### config.mk
export PLATFORM = sky130hd
export DESIGN_NAME = dsp_mac_engine
export DESIGN_NICKNAME = d
export VERILOG_FILES = /design/src/rtl/dsp_mac_engine.sv
export SDC_FILE = /design/constraint.sdc
export NUM_CORES = 1
export LEC_CHECK = 0
export CAP_MARGIN = 0
export CORE_ASPECT_RATIO = 1.25
export CORE_MARGIN = 2
export CORE_UTILIZATION = 40
export CTS_CLUSTER_DIAMETER = 50
export DETAILED_ROUTE_END_ITERATION = 10
export GPL_ROUTABILITY_DRIVEN = 0
export HOLD_SLACK_MARGIN = 0.12
export SLEW_MARGIN = 20
export SYNTH_ARGS = -nofsm -noshare
export SYNTH_HDL_FRONTEND = slang
export SYNTH_SLANG_ARGS = --single-unit
export TNS_END_PERCENT = 5
### constraint.sdc
create_clock -name CLK -period 6.5 [get_ports CLK]
set_clock_uncertainty 0.05 [all_clocks]
set_input_delay 1.3 -clock CLK [delete_from_list [all_inputs] [get_ports CLK]]
set_output_delay 1.3 -clock CLK [all_outputs]
set_load 0.005 [all_outputs]
### src/rtl/dsp_mac_engine.sv
// rtl/dsp_mac_engine.sv - signed multiply-accumulate engine with grouped results and handshakes
// Optional feature macro: DSP_MAC_SAT_EN (saturating accumulate instead of wrapping)
module dsp_mac_engine #(
  parameter int A_WIDTH   = 18,
  parameter int B_WIDTH   = 18,
  parameter int ACC_WIDTH = 48,
  parameter int ACC_LEN   = 4,
  parameter int MREG      = 1
) (
  input  logic                        CLK,
  input  logic                        RST,
  input  logic                        IN_VALID,
  output logic                        IN_READY,
  input  logic signed [A_WIDTH-1:0]   A,
  input  logic signed [B_WIDTH-1:0]   B,
  input  logic                        SUB,
  input  logic                        CLR,
  output logic                        OUT_VALID,
  input  logic                        OUT_READY,
  output logic signed [ACC_WIDTH-1:0] P,
  output logic                        OVF
);

  localparam int CNT_W = (ACC_LEN > 1) ? $clog2(ACC_LEN) : 1;
  localparam logic [CNT_W-1:0] CNT_MAX = CNT_W'(ACC_LEN - 1);
  localparam int MSB = ACC_WIDTH - 1;

  logic [CNT_W-1:0]            cnt;
  logic                        accept;
  logic                        in_last;
  logic signed [ACC_WIDTH-1:0] prod;

  // Product/SUB/last-flag as seen by the accumulator (registered or direct)
  logic                        s_valid;
  logic                        s_sub;
  logic                        s_last;
  logic signed [ACC_WIDTH-1:0] s_prod;
  logic                        stall_last;

  logic signed [ACC_WIDTH-1:0] acc;
  logic signed [ACC_WIDTH-1:0] sum;
  logic signed [ACC_WIDTH-1:0] acc_next;
  logic                        ovf_step;
  logic                        ovf_sticky;

  // Operands widened first so the product is full precision and sign-extended
  assign prod = ACC_WIDTH'(A) * ACC_WIDTH'(B);

  // A last term sitting in the multiplier stage blocks intake so the result slot
  // is guaranteed free when it commits
  assign IN_READY = !RST && (!OUT_VALID || OUT_READY) && !CLR && !stall_last;
  assign accept   = IN_VALID && IN_READY;
  assign in_last  = (cnt == CNT_MAX);

  generate
    if (MREG != 0) begin : g_mreg
      // Multiplier pipeline register, advances every cycle, flushed by CLR
      always_ff @(posedge CLK or posedge RST) begin
        if (RST) begin
          s_valid <= 1'b0;
          s_sub   <= 1'b0;
          s_last  <= 1'b0;
          s_prod  <= '0;
        end else begin
          s_valid <= accept && !CLR;
          s_sub   <= SUB;
          s_last  <= in_last;
          s_prod  <= prod;
        end
      end
      assign stall_last = s_valid && s_last;
    end else begin : g_comb
      assign s_valid    = accept;
      assign s_sub      = SUB;
      assign s_last     = in_last;
      assign s_prod     = prod;
      assign stall_last = 1'b0;
    end
  endgenerate

  // Term counter: position of the next accepted term within its group
  always_ff @(posedge CLK or posedge RST) begin
    if (RST) begin
      cnt <= '0;
    end else if (CLR) begin
      cnt <= '0;
    end else if (accept) begin
      cnt <= in_last ? '0 : cnt + CNT_W'(1);
    end
  end

  // Add/subtract with signed overflow detection; acc is zero at group start,
  // so the first term naturally loads +product or -product
  always_comb begin
    sum      = s_sub ? (acc - s_prod) : (acc + s_prod);
    ovf_step = s_sub ? ((acc[MSB] != s_prod[MSB]) && (sum[MSB] != acc[MSB]))
                     : ((acc[MSB] == s_prod[MSB]) && (sum[MSB] != acc[MSB]));
    acc_next = sum;
`ifdef DSP_MAC_SAT_EN
    if (ovf_step) begin
      acc_next = acc[MSB] ? {1'b1, {(ACC_WIDTH-1){1'b0}}} : {1'b0, {(ACC_WIDTH-1){1'b1}}};
    end
`else
`endif
  end

  // Accumulator, sticky overflow and result register with output handshake
  always_ff @(posedge CLK or posedge RST) begin
    if (RST) begin
      acc        <= '0;
      ovf_sticky <= 1'b0;
      P          <= '0;
      OVF        <= 1'b0;
      OUT_VALID  <= 1'b0;
    end else begin
      if (OUT_VALID && OUT_READY) begin
        OUT_VALID <= 1'b0;
      end
      if (CLR) begin
        acc        <= '0;
        ovf_sticky <= 1'b0;
      end else if (s_valid) begin
        if (s_last) begin
          acc        <= '0;
          ovf_sticky <= 1'b0;
          P          <= acc_next;
          OVF        <= ovf_sticky || ovf_step;
          OUT_VALID  <= 1'b1;
        end else begin
          acc        <= acc_next;
          ovf_sticky <= ovf_sticky || ovf_step;
        end
      end
    end
  end

endmodule

======== Yosys cells after proc, flatten, opt, wreduce, memory -nomap -nowiden ========
Index checks and enable logic that the tools add are counted.
operators by class
  $add $sub $neg .......................... 3
  $mul .................................... 1
  eq/ne operators ......................... 4
  multiplexer cells ....................... 15
  bitwise gates (word level) .............. 1
  reductions and logical operators ........ 18
operators with widths
  cell                                         number
  two-way mux 48 bit                           4
  adder 48 x 36 -> 48 bit                      1
  subtractor 48 x 36 -> 48 bit                 1
  multiplier 18 x 18 -> 36 bit                 1
  logical AND 1 bit                            9
  two-way mux 1 bit                            8
  two-way mux 2 bit                            3
  zero test 1 bit                              4
  nonzero test 2 bit                           2
  AND reduction 3 bit                          1
  adder 2 x 1 -> 2 bit, second input constant  1
  == test 2 bit, second input constant         1
  logical OR 1 bit                             2
  inequality test 1 bit                        2
  == test 1 bit                                1
  inverter 1 bit                               1
word-level totals
  register bits after elaboration ......... 140
  output and inout port bits .............. 51

======== Longest topological paths before layout ========
Gate-level depths: netlist of the first run.
  depth in word-level cells ............... 9
  mapped depth ............................ 27
  mapped depth without buffers ............ 24

======== Worst setup path after synthesis of the first run ========
Ideal clock, no wire load.
  path kind ............................... input port to flip-flop
  from .................................... input port A[17]
  to ...................................... register s_prod[34]
  library setup time ...................... 0.064 ns
  arrival time ............................ 7.218 ns
  required time ........................... 6.386 ns
  slack ................................... -0.832 ns
  cell stages on the path ................. 25
  buffers on the path ..................... 3
  cells stage by stage .................... clkbuf_1 > clkbuf_1 > nand2_1 > fa_1 > inv_1 > fa_1 > inv_1 > fa_1 > inv_1 > fa_1 > fa_1 > inv_1 > fa_1 > inv_1 > ha_1 > clkbuf_1 > a21o_1 > a21o_1 > a21o_1 > a211o_1 > a31o_2 > o21ai_0 > a21oi_1 > nor4b_1 > a211o_1
on the way
  cells in the longest elaborated chain, start to end .. 1
ends and longest elaborated chain
  what                          line  text
  from (decl)                   14    input logic signed [A_WIDTH-1:0] A,
  multiplier 18 x 18 -> 36 bit  47    assign prod = ACC_WIDTH'(A) * ACC_WIDTH'(B);
  net prod[34]                  31    logic signed [ACC_WIDTH-1:0] prod;
  to (signal assigned)          68    s_prod <= prod;
  to (decl)                     37    logic signed [ACC_WIDTH-1:0] s_prod;
The timed path passes the listed nets, and every way through them passes these cells.
A chain may end at the register's enable or synchronous reset.

======== Worst setup path in the final report of the first run ========
  from .................................... input port A[8]
  to ...................................... register s_prod[33]
Same word-level chain as after synthesis.

==> reports/metrics.csv, run 1 <==
metric,value,unit
status,"complete, but fails checks",
violated checks,setup timing,
count of maximum capacitance violations,0,
"commonest non-fill, non-tap cells in the layout","inv_1, fa_1, nand2_1, buf_4, and2_1",
initial antenna violation count,0,
wire length reported by the detailed router,51800,µm
dominant cells by area after synthesis,"fa_1, dfrtp_1, ha_1, inv_1, nand2_1",
Remaining DRCs,0,
number of flops mapped to enable cells by yosys,0,
pins over their slew limit,0,
unrepaired setup endpoints after global routing,true,
CP arrival,6840,ps
clock tree from TritonCTS,done,
top cell type's share of synthesized area,0.325,
synthesis-to-layout area growth,23.7,%
worst setup path category,in2reg,
nets@finish,3032,
Iter 0 DRT Violations,795,
Antenna Violating Nets Remaining,0,
overall overflow remaining after global route,0,
clock root buffer master,clkbuf_16,
maximum number of pins on one net before global-route repair,91,
I/O Pins,93,
Worst Path Required,6810,ps
total CTS buffers,17,
post-synthesis instance total,2238,
site row count,92,
sort of element at the start of the critical path,input pin,
clk sinks,140,
total negative slack for setup checks,-60.1,ps
Post-Synthesis Net Count,2752,
Final Hold Vio Count,0,
most used flip-flop cell after synthesis,dfrtp_1,
Port-buffer cells,92,
wire length of the first global-routing pass,86600,µm
vertical die dimension,256,µm
post-synthesis cell type with the largest combined area,fa_1,
mapped cell area,0.0203,mm²
total global-route track usage,0.205,
cell depth of the worst min-delay path,2,
fraction of registers with async set or reset after synthesis,1.00,
count of unique library cells instantiated by Yosys,73,
capturing element type of the critical path,register,
Setup Viol. Count Final,3,
#FFs+latches synth,140,
vias in the first global route,17500,
number of detailed-route iterations in the first pass,5,
Min-Delay Path Class,reg2reg,
number of buffers on the longest clock path,2,
post-detailed-route wirelength per cell,16.2,µm
Final Cycle Share,1.00,
via count of the routed design,16100,
final worst hold slack,429,ps
Worst-Margin Slew,1090,ps
clock slew seen by the registers of the worst setup and hold paths,60,ps
area of the core,0.0503,mm²
Worst-Skew Late Latency,440,ps
Antenna Diode Count,0,
level count of the clock H-tree,4,
most frequent standard cell in the layout excluding fill and tap cells,inv_1,
Worst Reg-to-Reg Cells,17,
critical path peak fanout,6,
Worst Slack Setup Final,-26.6,ps
hold buffer count at CTS,0,
floorplan die area,0.0527,mm²
initial core utilization,0.404,
number of filler cells placed in the layout,4635,
mean area per synthesized cell,9.09,µm²
HPWL Detailed,41300,µm
die span in x,206,µm
number of vias per cell,5.04,
Rel. slew slack,0.271,
Yosys warning total,0,
min cycle time layout,6530,ps
sequential-to-total area share from yosys stat,0.172,
peak clock frequency supported by timing,153,MHz
share of layout cells above drive strength 1,0.175,
## cells in the mapped netlist, drive strengths merged (22+ instances only)
library cell	number
inv	420
a21oi	100
xor2	22
nand3	22
nor2	78
a21o	26
and2	161
ha	142
o21ai	112
dfrtp	140
xnor2	92
nor3	22
fa	330
clkbuf	75
nand2b	22
nand2	281
## repair_timing
action | in CTS | in global routing
setup buffers | 47 | 2
gates resized for setup | 225 | 22
endpoints found under the setup margin | 19 | 15
gates cloned | 11 | 0
pin swaps | 92 | 18
## layer usage
layer	part of all wire	vias to the layer above	track usage
li1	-	7563	-
met1	0.41	7998	0.242
met2	0.52	375	0.375
met3	0.030	136	0.0180
met4	0.042	0	0.0889
met5	0	-	0
## worst max-delay path, cell delays in order
cell	delay, ps
buf_2	150
bufbuf_16	290
nand2_1	80
fa_1	590
fa_1	440
fa_1	470
fa_1	510
inv_1	50
fa_1	470
inv_1	50
fa_1	470
inv_1	40
ha_1	280
and3_4	200
a221oi_4	270
o21ai_2	100
a41o_1	260
a31o_4	250
o221ai_4	170
o21bai_1	100
a21oi_1	180
xnor2_1	130
## sequential cells by signal (all words and copies together), names as in the netlist
name        count
P              48
acc            48
s_prod         36
cnt             2
OUT_VALID       1
OVF             1
ovf_sticky      1
s_last          1
s_sub           1
s_valid         1
## metrics by stage
step | area (µm²) | instances | setup WS (ps) | utilization
2_1_floorplan | 20600 | 2238 | -343 | -
3_5_place_dp | 23500 | 3098 | -1190 | 0.467
5_1_grt | 25200 | 3189 | -248 | 0.500
3_3_place_gp | 23500 | 3098 | -1080 | 0.467
4_1_cts | 25100 | 3187 | 1.34 | 0.499
6_report | 25200 | 3189 | -26.6 | 0.500
## cell type report
cell class	count	area, µm²	share of cell area
Clock inverter	13	155	0.00617
Multi-Input combinational cell	1599	15400	0.614
Clock buffer	19	453	0.0180
Timing Repair Buffer	340	3200	0.127
Inverter	420	1580	0.0630
Sequential cell	140	3500	0.139
Tap cell	658	823	0.0327
## logic make-up (layout without fill, tap and decap cells)
kind of cell | after synthesis | in the layout | share of synthesized area
AND/OR/NAND/NOR | 651 | 651 | 0.158
buffers and inverters | 499 | 792 | 0.0928
adder cells (fa/ha/maj) | 472 | 472 | 0.412
AO/OA/AOI/OAI | 344 | 344 | 0.106
flip-flops | 140 | 140 | 0.172
XOR/XNOR | 114 | 114 | 0.0491
multiplexers | 18 | 18 | 0.0101
## worst paths after layout
| kind | from | end | slack, ps |
|---|---|---|---|
| min in group asynchronous | RST | s_last | 1380 |
| setup reg to reg | s_prod[5] | OVF | 610 |
| max in group asynchronous | RST | acc[0] | 3880 |
| hold reg to reg | P[21] | P[21] | 430 |
| hold / removal | P[21] | P[21] | 430 |
| setup / recovery | A[8] | s_prod[33] | -30 |
Power of run 1 is left out: the tool's default activity adds up to more than one toggle a clock period on the data nets, which glitch-free logic cannot reach.
==> inputs of run 2 (changes only) <==
--- a/config.mk
+++ b/config.mk
@@ -13,6 +13,7 @@
 export DETAILED_ROUTE_END_ITERATION = 10
 export GPL_ROUTABILITY_DRIVEN = 0
 export HOLD_SLACK_MARGIN = 0.12
+export SETUP_SLACK_MARGIN = 0.1
 export SLEW_MARGIN = 20
 export SYNTH_ARGS = -nofsm -noshare
 export SYNTH_HDL_FRONTEND = slang
==> run 2 against run 1 <==
  * The flow still finishes with violations (setup timing)
  * Routed wire length increased by 1.5%
  * Global-route usage is 0.30 points higher
  * Sequential share of layout area down 0.23 points
  * Maximum frequency increased by 0.30%
  * Final cell count is 0.85% higher
  * Register-to-register slack barely moved
  * Clock-buffer cell count is the same
  * Critical path depth grew 2
==> reports/metrics.csv, run 2 (synthesis gave the netlist of run 1 again) <==
metric,value,unit,change
floorplan die area,0.0527,mm²,unchanged
CP arrival,6780,ps,-60 ps
capturing element type of the critical path,register,,
site row count,92,,unchanged
Worst Slack Setup Final,-6.80,ps,+19.8 ps
peak clock frequency supported by timing,154,MHz,+0.30%
registers with the highest flip-flop counts,"P: 48 flops, acc: 48 flops, s_prod: 36 flops",,
Final Hold Vio Count,0,,unchanged
I/O Pins,93,,unchanged
Min-Delay Path Class,reg2reg,,
number of buffers on the longest clock path,2,,unchanged
Antenna Diode Count,0,,unchanged
wire length of the first global-routing pass,88000,µm,+1.5%
synthesis-to-layout area growth,25.7,%,
number of cells after detailed placement,3098,,unchanged
post-detailed-route wirelength per cell,16.3,µm,+0.65%
Worst-Margin Slew,1100,ps,+10.7 ps
count of maximum capacitance violations,0,,unchanged
Final Non-Filler Cells,3216,,+0.85%
share of layout cells above drive strength 1,0.203,,+0.0283
violated checks,setup timing,,
Antenna Violating Nets Remaining,0,,unchanged
worst setup path category,in2reg,,
vias in the first global route,17700,,+1.5%
min cycle time layout,6510,ps,-19.8 ps
overall overflow remaining after global route,0,,unchanged
critical path peak fanout,5,,-1
maximum number of pins on one net before global-route repair,91,,unchanged
HPWL Detailed,41300,µm,unchanged
unrepaired setup endpoints after global routing,true,,
Worst-Skew Late Latency,440,ps,about the same
clock slew seen by the registers of the worst setup and hold paths,60,ps,about the same
sort of element at the start of the critical path,input pin,,
total global-route track usage,0.208,,+0.00299
Final Cycle Share,1.00,,-0.00305
number of detailed-route iterations in the first pass,5,,unchanged
vertical die dimension,256,µm,unchanged
via count of the routed design,16300,,+1.2%
clock root buffer master,clkbuf_16,,
Remaining DRCs,0,,unchanged
number of vias per cell,5.06,,+0.36%
pins over their slew limit,0,,unchanged
level count of the clock H-tree,4,,unchanged
status,"complete, but fails checks",,
initial antenna violation count,0,,unchanged
Iter 0 DRT Violations,817,,+2.8%
area of the core,0.0503,mm²,unchanged
clk sinks,140,,unchanged
most frequent standard cell in the layout excluding fill and tap cells,inv_1,,
"commonest non-fill, non-tap cells in the layout","inv_1, fa_1, nand2_1, buf_4, and2_1",,
Rel. slew slack,0.264,,-0.00715
Worst Path Required,6770,ps,-40 ps
total CTS buffers,17,,unchanged
Port-buffer cells,92,,unchanged
wire length reported by the detailed router,52600,µm,+1.5%
initial core utilization,0.404,,unchanged
die span in x,206,µm,unchanged
clock tree from TritonCTS,done,,
Setup Viol. Count Final,1,,-2
nets@finish,3059,,+0.89%
-- run 2: cell count changes in the layout (fill, tap and decap cells not counted), moves of 9 or more --
cell	change
and2_1	-9
inv_1	-16
inv_2	+16
buf_6	+10
buf_4	+16
and2_4	+9
buf_8	+10
-- run 2: final timing paths --
check / start / to / slack (ps) / cells after the start
max in group asynchronous: RST / acc[0] / 3880 / 3
min in group asynchronous: RST / s_last / 1380 / 2
setup reg to reg: s_prod[5] / OVF / 610 / 17
hold / removal: P[21] / P[21] / 430 / 2
setup / recovery: A[8] / s_prod[34] / -7 / 24
hold reg to reg: P[21] / P[21] / 430 / 2
-- run 2: what timing repair did --
| action | in CTS | in global routing |
|---|---|---|
| gates cloned | 12 | 0 |
| endpoints found under the hold margin | 0 | 0 |
| pin swaps | 133 | 26 |
| resized for setup | 349 | 16 |
| hold buffers | 0 | 0 |
| setup endpoints to repair | 21 | 22 |
| buffers inserted | 78 | 1 |
-- run 2: layer usage --
| metal | vias to the layer above | track usage | routed length, µm |
|---|---|---|---|
| met2 | 425 | 0.379 | 27500 |
| li1 | 7612 | - | - |
| met5 | - | 0 | 0 |
| met1 | 8092 | 0.242 | 21100 |
| met3 | 137 | 0.0224 | 1790 |
| met4 | 0 | 0.0925 | 2210 |
-- run 2: final cells by class --
cell class              instances  area [µm²]
multi-input cells            1599       15600
flip-flops and latches        140        3500
clock inverters                13         155
repair buffers                367        3510
fillers                      4579       24700
well taps                     658         823
inverters                     420        1580
clock buffers                  19         453
-- run 2: critical path, stage by stage --
cell	delay [ps]
buf_8	110
buf_12	130
and2_4	140
fa_1	540
inv_1	60
fa_1	470
fa_1	510
inv_2	40
fa_1	490
fa_1	500
inv_1	50
fa_1	520
inv_2	50
ha_4	260
and3_4	200
and2_4	150
o311a_4	200
o21ai_4	70
buf_6	120
a211oi_4	290
o21ai_4	90
a21oi_2	190
nor4b_2	70
a211o_1	230
-- run 2: stage by stage --
step / hold WS, ps / setup TNS (ps) / utilization / setup WS, ps / instance area [µm²]
after floorplan: 400 / -1940 / - / -343 / 20600
after global placement: 413 / -15540 / 0.467 / -1080 / 23500
after detailed placement: 420 / -16700 / 0.467 / -1190 / 23500
after CTS: 433 / 0 / 0.507 / 98.5 / 25500
after global routing: 463 / -899 / 0.509 / -173 / 25600
final: 430 / -6.80 / 0.509 / -6.80 / 25600
Power of run 2 is left out for the same reason.
==> inputs of run 3 (changes only) <==
--- a/config.mk
+++ b/config.mk
@@ -14,7 +14,6 @@
 export GPL_ROUTABILITY_DRIVEN = 0
 export HOLD_SLACK_MARGIN = 0.12
 export SETUP_SLACK_MARGIN = 0.1
-export SLEW_MARGIN = 20
 export SYNTH_ARGS = -nofsm -noshare
 export SYNTH_HDL_FRONTEND = slang
 export SYNTH_SLANG_ARGS = --single-unit
==> results of run 3 <==
Same layout as run 2: the final DEF is identical, and so are final timing and power.
Power of run 3 is left out for the same reason.
